==> config.mk <==
export PLATFORM = sky130hd
export DESIGN_NAME = mii_rx_deframer_flat
export DESIGN_NICKNAME = d
export VERILOG_FILES = /design/src/rtl/mii_rx_deframer_if.sv /design/src/rtl/mii_rx_deframer.sv /design/src/flat_wrapper.sv
export SDC_FILE = /design/constraint.sdc
export NUM_CORES = 1
export LEC_CHECK = 0
export CAP_MARGIN = 20
export CORE_AREA = 2 2 81 160
export DETAILED_ROUTE_END_ITERATION = 10
export DIE_AREA = 0 0 83 162
export PLACE_DENSITY = 0.64
export SYNTH_ARGS = -nofsm -noshare
export SYNTH_HDL_FRONTEND = slang
export SYNTH_SLANG_ARGS = --single-unit
==> constraint.sdc <==
create_clock -name clk -period 2.6 [get_ports clk]
set_clock_uncertainty 0.2 [all_clocks]
set_input_delay 0.39 -clock clk [delete_from_list [all_inputs] [get_ports clk]]
set_output_delay 0.39 -clock clk [all_outputs]
set_load 0.1 [all_outputs]
==> src/rtl/mii_rx_deframer_if.sv <==
// mii_rx_deframer_if: received byte stream from the MII deframer.
// No backpressure; the slave takes every beat that has m_valid high.
interface mii_rx_deframer_if;
  logic [7:0] m_data;
  logic       m_valid;
  logic       m_last;
  logic       m_err;

  modport master (
    output m_data,
    output m_valid,
    output m_last,
    output m_err
  );

  modport slave (
    input m_data,
    input m_valid,
    input m_last,
    input m_err
  );
endinterface

==> src/rtl/mii_rx_deframer.sv <==
// mii_rx_deframer: MII rx nibbles to bytes, strips preamble/SFD/FCS, checks CRC/len.
// Optional MII_RX_STATS_EN adds saturating good_frames/bad_frames counters.
module mii_rx_deframer #(
  parameter int MIN_FRAME_LEN = 64,
  parameter int MAX_FRAME_LEN = 1518
) (
  input  logic       clk,
  input  logic       rst,
  input  logic [3:0] phy_rxd,
  input  logic       phy_rx_dv,
  input  logic       phy_rx_er,
`ifdef MII_RX_STATS_EN
  output logic [15:0] good_frames,
  output logic [15:0] bad_frames,
`endif
  mii_rx_deframer_if.master m
);

  localparam logic [31:0] CRC_RES = 32'hDEBB20E3;
  localparam logic [10:0] MIN_L = 11'(MIN_FRAME_LEN);
  localparam logic [10:0] MAX_L = 11'(MAX_FRAME_LEN);

  typedef enum logic [1:0] {
    IDLE,
    PREAMBLE,
    PAYLOAD,
    DROP
  } state_t;

  state_t          state;
  logic [3:0]      rxd_q;
  logic            dv_q;
  logic            er_q;
  logic            armed;
  logic            seen5;
  logic            phase;
  logic [3:0]      low_q;
  logic            bad;
  logic [10:0]     cnt;
  logic [31:0]     crc;
  logic [4:0][7:0] line;
  logic [7:0]      byte_w;

  function automatic logic [31:0] crc_next(
    input logic [31:0] c,
    input logic [7:0]  b
  );
    logic [31:0] r;
    r = c ^ {24'h0, b};
    for (int i = 0; i < 8; i++)
      r = r[0] ? ((r >> 1) ^ 32'hEDB88320) : (r >> 1);
    return r;
  endfunction

  assign byte_w = {rxd_q, low_q};

  // Input register; dv_q resets high so a frame already on the wire
  // at reset release is never mistaken for an idle gap.
  always_ff @(posedge clk or negedge rst) begin
    if (!rst) begin
      rxd_q <= 4'h0;
      dv_q  <= 1'b1;
      er_q  <= 1'b0;
    end else begin
      rxd_q <= phy_rxd;
      dv_q  <= phy_rx_dv;
      er_q  <= phy_rx_er;
    end
  end

  // Deframing FSM with registered stream outputs.
  always_ff @(posedge clk or negedge rst) begin
    if (!rst) begin
      state     <= IDLE;
      armed     <= 1'b0;
      seen5     <= 1'b0;
      phase     <= 1'b0;
      low_q     <= 4'h0;
      bad       <= 1'b0;
      cnt       <= 11'd0;
      crc       <= 32'h0;
      line      <= '0;
      m.m_data  <= 8'h00;
      m.m_valid <= 1'b0;
      m.m_last  <= 1'b0;
      m.m_err   <= 1'b0;
    end else begin
      m.m_valid <= 1'b0;
      m.m_last  <= 1'b0;
      m.m_err   <= 1'b0;
      if (!dv_q)
        armed <= 1'b1;
      unique case (state)
        IDLE: begin
          if (dv_q && armed) begin
            state <= PREAMBLE;
            seen5 <= (rxd_q == 4'h5);
          end
        end
        PREAMBLE: begin
          if (!dv_q) begin
            state <= IDLE;
          end else if (rxd_q == 4'h5) begin
            seen5 <= 1'b1;
          end else if (rxd_q == 4'hD && seen5) begin
            state <= PAYLOAD;
            phase <= 1'b0;
            cnt   <= 11'd0;
            crc   <= 32'hFFFFFFFF;
            bad   <= 1'b0;
          end else begin
            state <= DROP;
          end
        end
        PAYLOAD: begin
          if (cnt > MAX_L) begin
            m.m_data  <= 8'h00;
            m.m_valid <= 1'b1;
            m.m_last  <= 1'b1;
            m.m_err   <= 1'b1;
            state     <= DROP;
          end else if (!dv_q) begin
            state <= IDLE;
            if (cnt != 11'd0) begin
              m.m_valid <= 1'b1;
              m.m_last  <= 1'b1;
              m.m_data  <= (cnt < 11'd5) ? 8'h00 : line[4];
              m.m_err   <= bad | er_q | phase |
                           (cnt < MIN_L) | (crc != CRC_RES);
            end
          end else begin
            if (er_q)
              bad <= 1'b1;
            if (!phase) begin
              low_q <= rxd_q;
              phase <= 1'b1;
            end else begin
              phase <= 1'b0;
              crc   <= crc_next(crc, byte_w);
              cnt   <= cnt + 11'd1;
              line  <= {line[3:0], byte_w};
              if (cnt >= 11'd5) begin
                m.m_data  <= line[4];
                m.m_valid <= 1'b1;
              end
            end
          end
        end
        DROP: begin
          if (!dv_q)
            state <= IDLE;
        end
        default: state <= IDLE;
      endcase
    end
  end

`ifdef MII_RX_STATS_EN
  // Saturating per-frame outcome counters, bumped on each final beat.
  always_ff @(posedge clk or negedge rst) begin
    if (!rst) begin
      good_frames <= 16'h0;
      bad_frames  <= 16'h0;
    end else if (m.m_valid && m.m_last) begin
      if (m.m_err) begin
        if (bad_frames != 16'hFFFF)
          bad_frames <= bad_frames + 16'h1;
      end else begin
        if (good_frames != 16'hFFFF)
          good_frames <= good_frames + 16'h1;
      end
    end
  end
`endif

endmodule

==> src/flat_wrapper.sv <==
// flat-port wrapper written by rule: the top's interface ports become plain ports
module mii_rx_deframer_flat 
#(
  parameter int MIN_FRAME_LEN = 64,
  parameter int MAX_FRAME_LEN = 1518
)
  (clk, rst, phy_rxd, phy_rx_dv, phy_rx_er, m_m_data, m_m_valid, m_m_last, m_m_err);
  mii_rx_deframer_if m_i ();
  input  logic clk;
  input  logic rst;
  input  logic [3:0] phy_rxd;
  input  logic phy_rx_dv;
  input  logic phy_rx_er;
  output wire logic [$bits(m_i.m_data)-1:0] m_m_data;
  output wire logic [$bits(m_i.m_valid)-1:0] m_m_valid;
  output wire logic [$bits(m_i.m_last)-1:0] m_m_last;
  output wire logic [$bits(m_i.m_err)-1:0] m_m_err;
  assign m_m_data = m_i.m_data;
  assign m_m_valid = m_i.m_valid;
  assign m_m_last = m_i.m_last;
  assign m_m_err = m_i.m_err;
  mii_rx_deframer #(.MIN_FRAME_LEN(MIN_FRAME_LEN), .MAX_FRAME_LEN(MAX_FRAME_LEN)) u_core (.clk(clk), .rst(rst), .phy_rxd(phy_rxd), .phy_rx_dv(phy_rx_dv), .phy_rx_er(phy_rx_er), .m(m_i));
endmodule
# Word level (Yosys, flattened, before mapping)
# Cells that the tools add are included.
word_totals:
  reg_bits: 110
  in_bits: 8
  output_inout_bits: 11
  elab_cells: 136
classes:
  n_addsub: 1
  n_lt_le_gt_ge: 4
  eq_ne: 18
  muxes: 63
  n_bitwise: 15
  n_reduce_logical: 15
ops:
  columns: ["operator", "count"]
  rows:
  - ["$mux W32", 14]
  - ["$not A13 Y14", 8]
  - ["$mux W11", 6]
  - ["$pmux W32 S2", 1]
  - ["$mux W8", 6]
  - ["$ne A32 B32 Y1 const B", 1]
  - ["$xor A32 B8 Y32", 1]
  - ["$mux W1", 26]
  - ["$pmux W11 S2", 1]
  - ["$reduce_and A4 Y1", 4]
  - ["$ne A2 B1 Y1 const B", 7]
  - ["$reduce_and A7 Y1", 2]
  - ["$add A11 B1 Y11 const B", 1]
  - ["$ge A11 B3 Y1 const B", 1]
  - ["$gt A11 B11 Y1 const B", 1]
  - ["$lt A11 B3 Y1 const B", 1]
  - ["$lt A11 B7 Y1 const B", 1]
  - ["$reduce_bool A11 Y1", 1]
  - ["$mux W2", 5]
  - ["$ne A3 B3 Y1 const B", 3]
  - ["$pmux W2 S4", 1]
  - ["$pmux W1 S2", 3]
  - ["$reduce_and A6 Y1", 1]
  - ["$eq A2 B2 Y1 const B", 2]
  - ["other kinds (11)", 18]

# Longest topological paths before layout
# Gate-level depths: netlist (run 1).
depth:
  ltp_word: 21
  ltp_mapped: 9
  depth_no_buf: 7

# Least setup slack after synthesis (run 1)
# Ideal clock, no wire load.
synth_path:
  path_type: "register -> register"
  start: "register u_core.cnt[0]"
  end: "register u_core.low_q[0]"
  arrival_ns: 1.996
  path_slack_ns: 0.279
  path_stages_with_launch: 8
  n_path_buf: 2
  period_less_slack_ns: 2.321
  cell_sequence: "dfrtp_1 -> a41o_1 -> a31o_1 -> and2_4 -> buf_6 -> or4_4 -> buf_6 -> mux2_4"
synth_between:
  elab_chain_len: 3
synth_lines:
  columns: ["element", "line", "source"]
  rows:
  - ["start: declaration", "mii_rx_deframer.sv:39", "logic [10:0] cnt;"]
  - ["start signal: assignment", "mii_rx_deframer.sv:140", "cnt <= cnt + 11'd1;"]
  - ["$gt A11 B11 Y1", "mii_rx_deframer.sv:116", "if (cnt > MAX_L) begin"]
  - ["$not A1 Y1 (no line)", null, null]
  - ["$reduce_and A4 Y1 (no line)", null, null]
  - ["end signal: assignment", "mii_rx_deframer.sv:135", "low_q <= rxd_q;"]
  - ["end: declaration", "mii_rx_deframer.sv:37", "logic [3:0] low_q;"]
# Every way passes these cells.
# A chain may end at the register's enable or synchronous reset.

# Final worst setup path (run 1)
layout_path:
  start: "register u_core.state[1]"
  end: "register u_core.cnt[8]"
layout_between:
  elab_chain_len: 3
  elab_cells_between_ends: 11
  cone_classes: "eq/ne (8); mux (1); reduce/logical (2)"
layout_lines:
  columns: ["element", "line", "source"]
  rows:
  - ["start: declaration", "mii_rx_deframer.sv:30", "state_t state;"]
  - ["start signal: assignment", "mii_rx_deframer.sv:74", "state <= IDLE;"]
  - ["start signal: assignment", "mii_rx_deframer.sv:96", "state <= PREAMBLE;"]
  - ["start signal: assignment", "mii_rx_deframer.sv:102", "state <= IDLE;"]
  - ["$eq A2 B2 Y1 / $eq A2 B1 Y1 (equally long branches)", "mii_rx_deframer.sv:93", "unique case (state)"]
  - ["$ne A2 B1 Y1 (no line), or another cell as far along", null, null]
  - ["$reduce_and A7 Y1 (no line)", null, null]
# Parallel ways exist; a longest one is shown, timed or not.

==> results.txt, run 1 <==
----------------------------------------------------
[Outcome]
  Result of the run ... completed

[GRT]
  Wire length of the first global-routing pass ... 19200 um
  GR Overflow Total ... 0
  Initial antenna violation count ... 0
  Number of global-route vias before repair ... 3609
  GRT Resource Usage Total ... 0.180
  Largest net degree at the start of global routing ... 41

[Layout]
  Post-route cell area ... 6150 sq um
  Area of combinational cells with multiple inputs ... 2470 sq um
  Number of filler instances in the final layout ... 1054
  Antenna Cells ... 0
  Final #Nets ... 485
  Storage cell area ... 2750 sq um
  Synthesis-to-layout area growth ... 14.4%
  Share of final-layout standard cells stronger than drive strength 1 ... 0.216

[Worst setup path]
  Cells traversed along the worst timing path ... inv_1 > ha_1 > nor2b_1 > o21ai_1 > buf_4 > nand4_1 > or4_1 > a21oi_1
  Required time of the worst setup path ... 2.67 ns
  Max stage delay on crit path ... 0.46 ns
  Crit path max-delay cell type ... or4_1
  Arrival time worst endpoint ... 2.50 ns
  Cell family with most CP delay ... simple AND/OR/NAND/NOR gates
  Buffer and inverter count on the worst path ... 2
  Worst setup path class ... flip-flop to flip-flop
  Worst Setup End Kind ... flip-flop
  Critical path fanouts, max ... 7
  Kind of launch point of the worst setup path ... flip-flop

[Clocking]
  CTS H-Tree Depth ... 3
  TritonCTS buffer count ... 9
  CTS tree ... yes
  Clk sinks ... 110
  Worst-skew pair later-pin latency ... 0.34 ns
  Worst-path clk slew ... 0.07 ns
  Maximum buffer depth of the clock tree ... 2
  Clock root cell ... clkbuf_16

[Die]
  Row Count ... 57
  Horizontal die dimension ... 83 um
  Die Height ... 162 um
  Core region area ... 12200 sq um
  Initial core utilization ... 0.441
  Count of pins on the block boundary ... 19
  Die Outline Area ... 13400 sq um

[STA]
  Number of failing hold endpoints at the final stage ... 0
  Period Utilization, post-route ... 0.932
  Max-slew headroom at the worst pin ... 0.631
  Slew of the pin with the lowest slew margin ... 0.549 ns
  Final Max Slew Viols ... 0
  Highest clock frequency the design can meet ... 413 MHz
  # setup viols final ... 0
  Clock period minus final worst setup slack ... 2.42 ns
  Total negative slack for setup checks ... 0 ns
  Setup repair after global routing missed its margin ... false

[Synth]
  Net count after synthesis ... 449
  #FFs+latches synth ... 110
  Syn Inst Count ... 433
  Async set or reset register ratio after synthesis ... 1.00
  Number of distinct standard cells referenced by the synthesized netlist ... 56
  Sequential area share after synthesis ... 0.512
  EDFF count, synth ... 0
  Mean area per synthesized cell ... 12.4 sq um
  Warning count from the yosys run ... 0
  Most used flip-flop cell after synthesis ... dfrtp_1
  Area of the mapped netlist ... 5370 sq um

[Detailed routing]
  Remaining design rule violation count ... 0
  Wire length after detailed routing ... 11400 um
  Via/cell ratio ... 5.55
  Per-cell routed wire length ... 18.3 um
  Via count ... 3440
  Antenna viol nets, final ... 0
  Iteration-0 DRC Markers ... 155
  Number of iterations in the first detailed-routing pass ... 4

[Pwr]
  Static leakage ... 0.00263 uW
  Worst vdd ir ... 0.407 mV
  Design Power ... 5790 uW
  Power density relative to cell area ... 941 nW/um^2

[Place]
  Instance area at placement ... 5850 sq um
  Dpl hpwl ... 8430 um
  Placer's final routability congestion estimate ... 0.868
  Port bufs ... 18

[Min path]
  Path class of the lowest-slack min-delay path ... primary input to flip-flop

[Job]
  Reported max-cap violation count ... 0

----------------------------------------------------
==> final timing paths <==
| check | startpoint | endpoint | slack (ns) | depth (start not counted) |
|---|---|---|---|---|
| hold / removal | phy_rx_dv | u_core.dv_q$_DFF_PN1_ | 0.26 | 1 |
| setup reg to reg | u_core.state[1]$_DFFE_PN0P_ | u_core.cnt[8]$_DFFE_PN0P_ | 0.18 | 8 |
| min in group asynchronous | rst | u_core.line[32]$_DFFE_PN0P_ | 0.33 | 2 |
| max in group asynchronous | rst | u_core.line[1]$_DFFE_PN0P_ | 1.11 | 3 |
| hold reg to reg | u_core.line[7]$_DFFE_PN0P_ | u_core.line[7]$_DFFE_PN0P_ | 0.29 | 1 |
| setup / recovery | u_core.state[1]$_DFFE_PN0P_ | u_core.cnt[8]$_DFFE_PN0P_ | 0.18 | 8 |
==> worst register-to-register path, cell delays in order (launching register included) <==
cell	delay (ns)
dfrtp_1	0.39
inv_1	0.10
ha_1	0.27
nor2b_1	0.17
o21ai_1	0.24
buf_4	0.18
nand4_1	0.20
or4_1	0.46
a21oi_1	0.16
==> cell type report <==
type | instances | share of cell area
Sequential cell | 110 | 0.448
Multi-Input combinational cell | 288 | 0.402
Timing Repair Buffer | 44 | 0.0647
Clock buffer | 9 | 0.0366
Tap cell | 147 | 0.0299
Inverter | 16 | 0.00977
Clock inverter | 6 | 0.00896
==> cell usage in the layout (no fill, tap or decap), drive strengths merged, types with 4 or more instances in the layout <==
cell,count
a31oi,6
or4,7
o21a,5
dfrtp,109
ha,8
xnor2,44
nand4,7
clkdlybuf4s50,6
and4,4
nor2,12
nand2,19
and3,4
nor3,6
buf,37
xor2,24
mux2,44
a21oi,13
inv,19
o21ai,9
clkbuf,9
mux2i,8
o31ai,7
a2bb2oi,28
nand3,4
==> registers in the layout, summed over array words and instances, names as in the netlist <==
signal	count
u_core.state	2
u_core.m.m_err	1
u_core.crc	32
u_core.m.m_valid	1
u_core.m.m_last	1
u_core.er_q	1
u_core.cnt	11
u_core.bad	1
u_core.rxd_q	4
u_core.dv_q	1
u_core.armed	1
u_core.phase	1
u_core.low_q	4
u_core.line	40
u_core.seen5	1
u_core.m.m_data	8
==> timing repair <==
item,CTS,global route
resized for setup,0,2
hold endpoints to repair,29,0
hold buffers,1,0
setup endpoints to repair,0,32
setup buffers,0,0
==> stage by stage <==
| stage | utilization | hold WS (ns) | worst slack (ns) | cells |
|---|---|---|---|---|
| floorplan | - | -0.106 | 0.279 | 433 |
| global placement | 0.480 | 0.161 | 0.227 | 604 |
| detailed placement | 0.480 | 0.167 | 0.106 | 604 |
| CTS | 0.504 | 0.252 | 0.0903 | 620 |
| global route | 0.504 | 0.259 | 0.00769 | 620 |
| finish | 0.504 | 0.258 | 0.177 | 620 |
==> cells in the mapped netlist (8+ instances only) <==
cell type | n | area [sq um]
dfrtp_1 | 109 | 2730
xnor2_1 | 37 | 324
a2bb2oi_1 | 28 | 245
mux2_2 | 28 | 315
xor2_1 | 21 | 184
nand2_1 | 19 | 71.3
inv_1 | 16 | 60.1
a21oi_1 | 13 | 65.1
mux2_1 | 12 | 135
nor2_1 | 12 | 45.0
buf_2 | 10 | 50.1
ha_1 | 8 | 100
mux2i_1 | 8 | 80.1
o21ai_0 | 8 | 40.0
==> kinds of logic (layout without fill, tap and decap cells) <==
group / count (synthesis) / count (layout) / synth area share
DFF: 110 / 110 / 0.512
and+or+nand+nor: 80 / 80 / 0.0871
AOI/OAI and AO/OA: 79 / 79 / 0.109
xor gates and xnor gates: 69 / 69 / 0.133
muxes: 52 / 52 / 0.110
buffers and inverters: 35 / 75 / 0.0303
adders and majority gates: 8 / 8 / 0.0186
==> where the power goes <==
group	switching [uW]	leakage [uW]	internal, uW
combinational	1280	0.00115	1190
clock	645	0.000135	662
sequential	152	0.00134	1860
total	2070	0.00263	3710
==> per-layer routing <==
layer	up-vias	part of all wire	global-route usage
met5	-	0	0
met4	0	0.043	0.0894
met3	28	0.025	0.0279
met2	66	0.55	0.318
met1	1722	0.39	0.211
li1	1624	-	-
Note: power is estimated with default switching activity, not from simulation.
==> run 2, diff against run 1 <==
Settings changed: ABC_CLOCK_PERIOD_IN_PS from default to 2600.
==> results of run 2 <==
No change in the layout: final DEF, timing and power equal those of run 1.
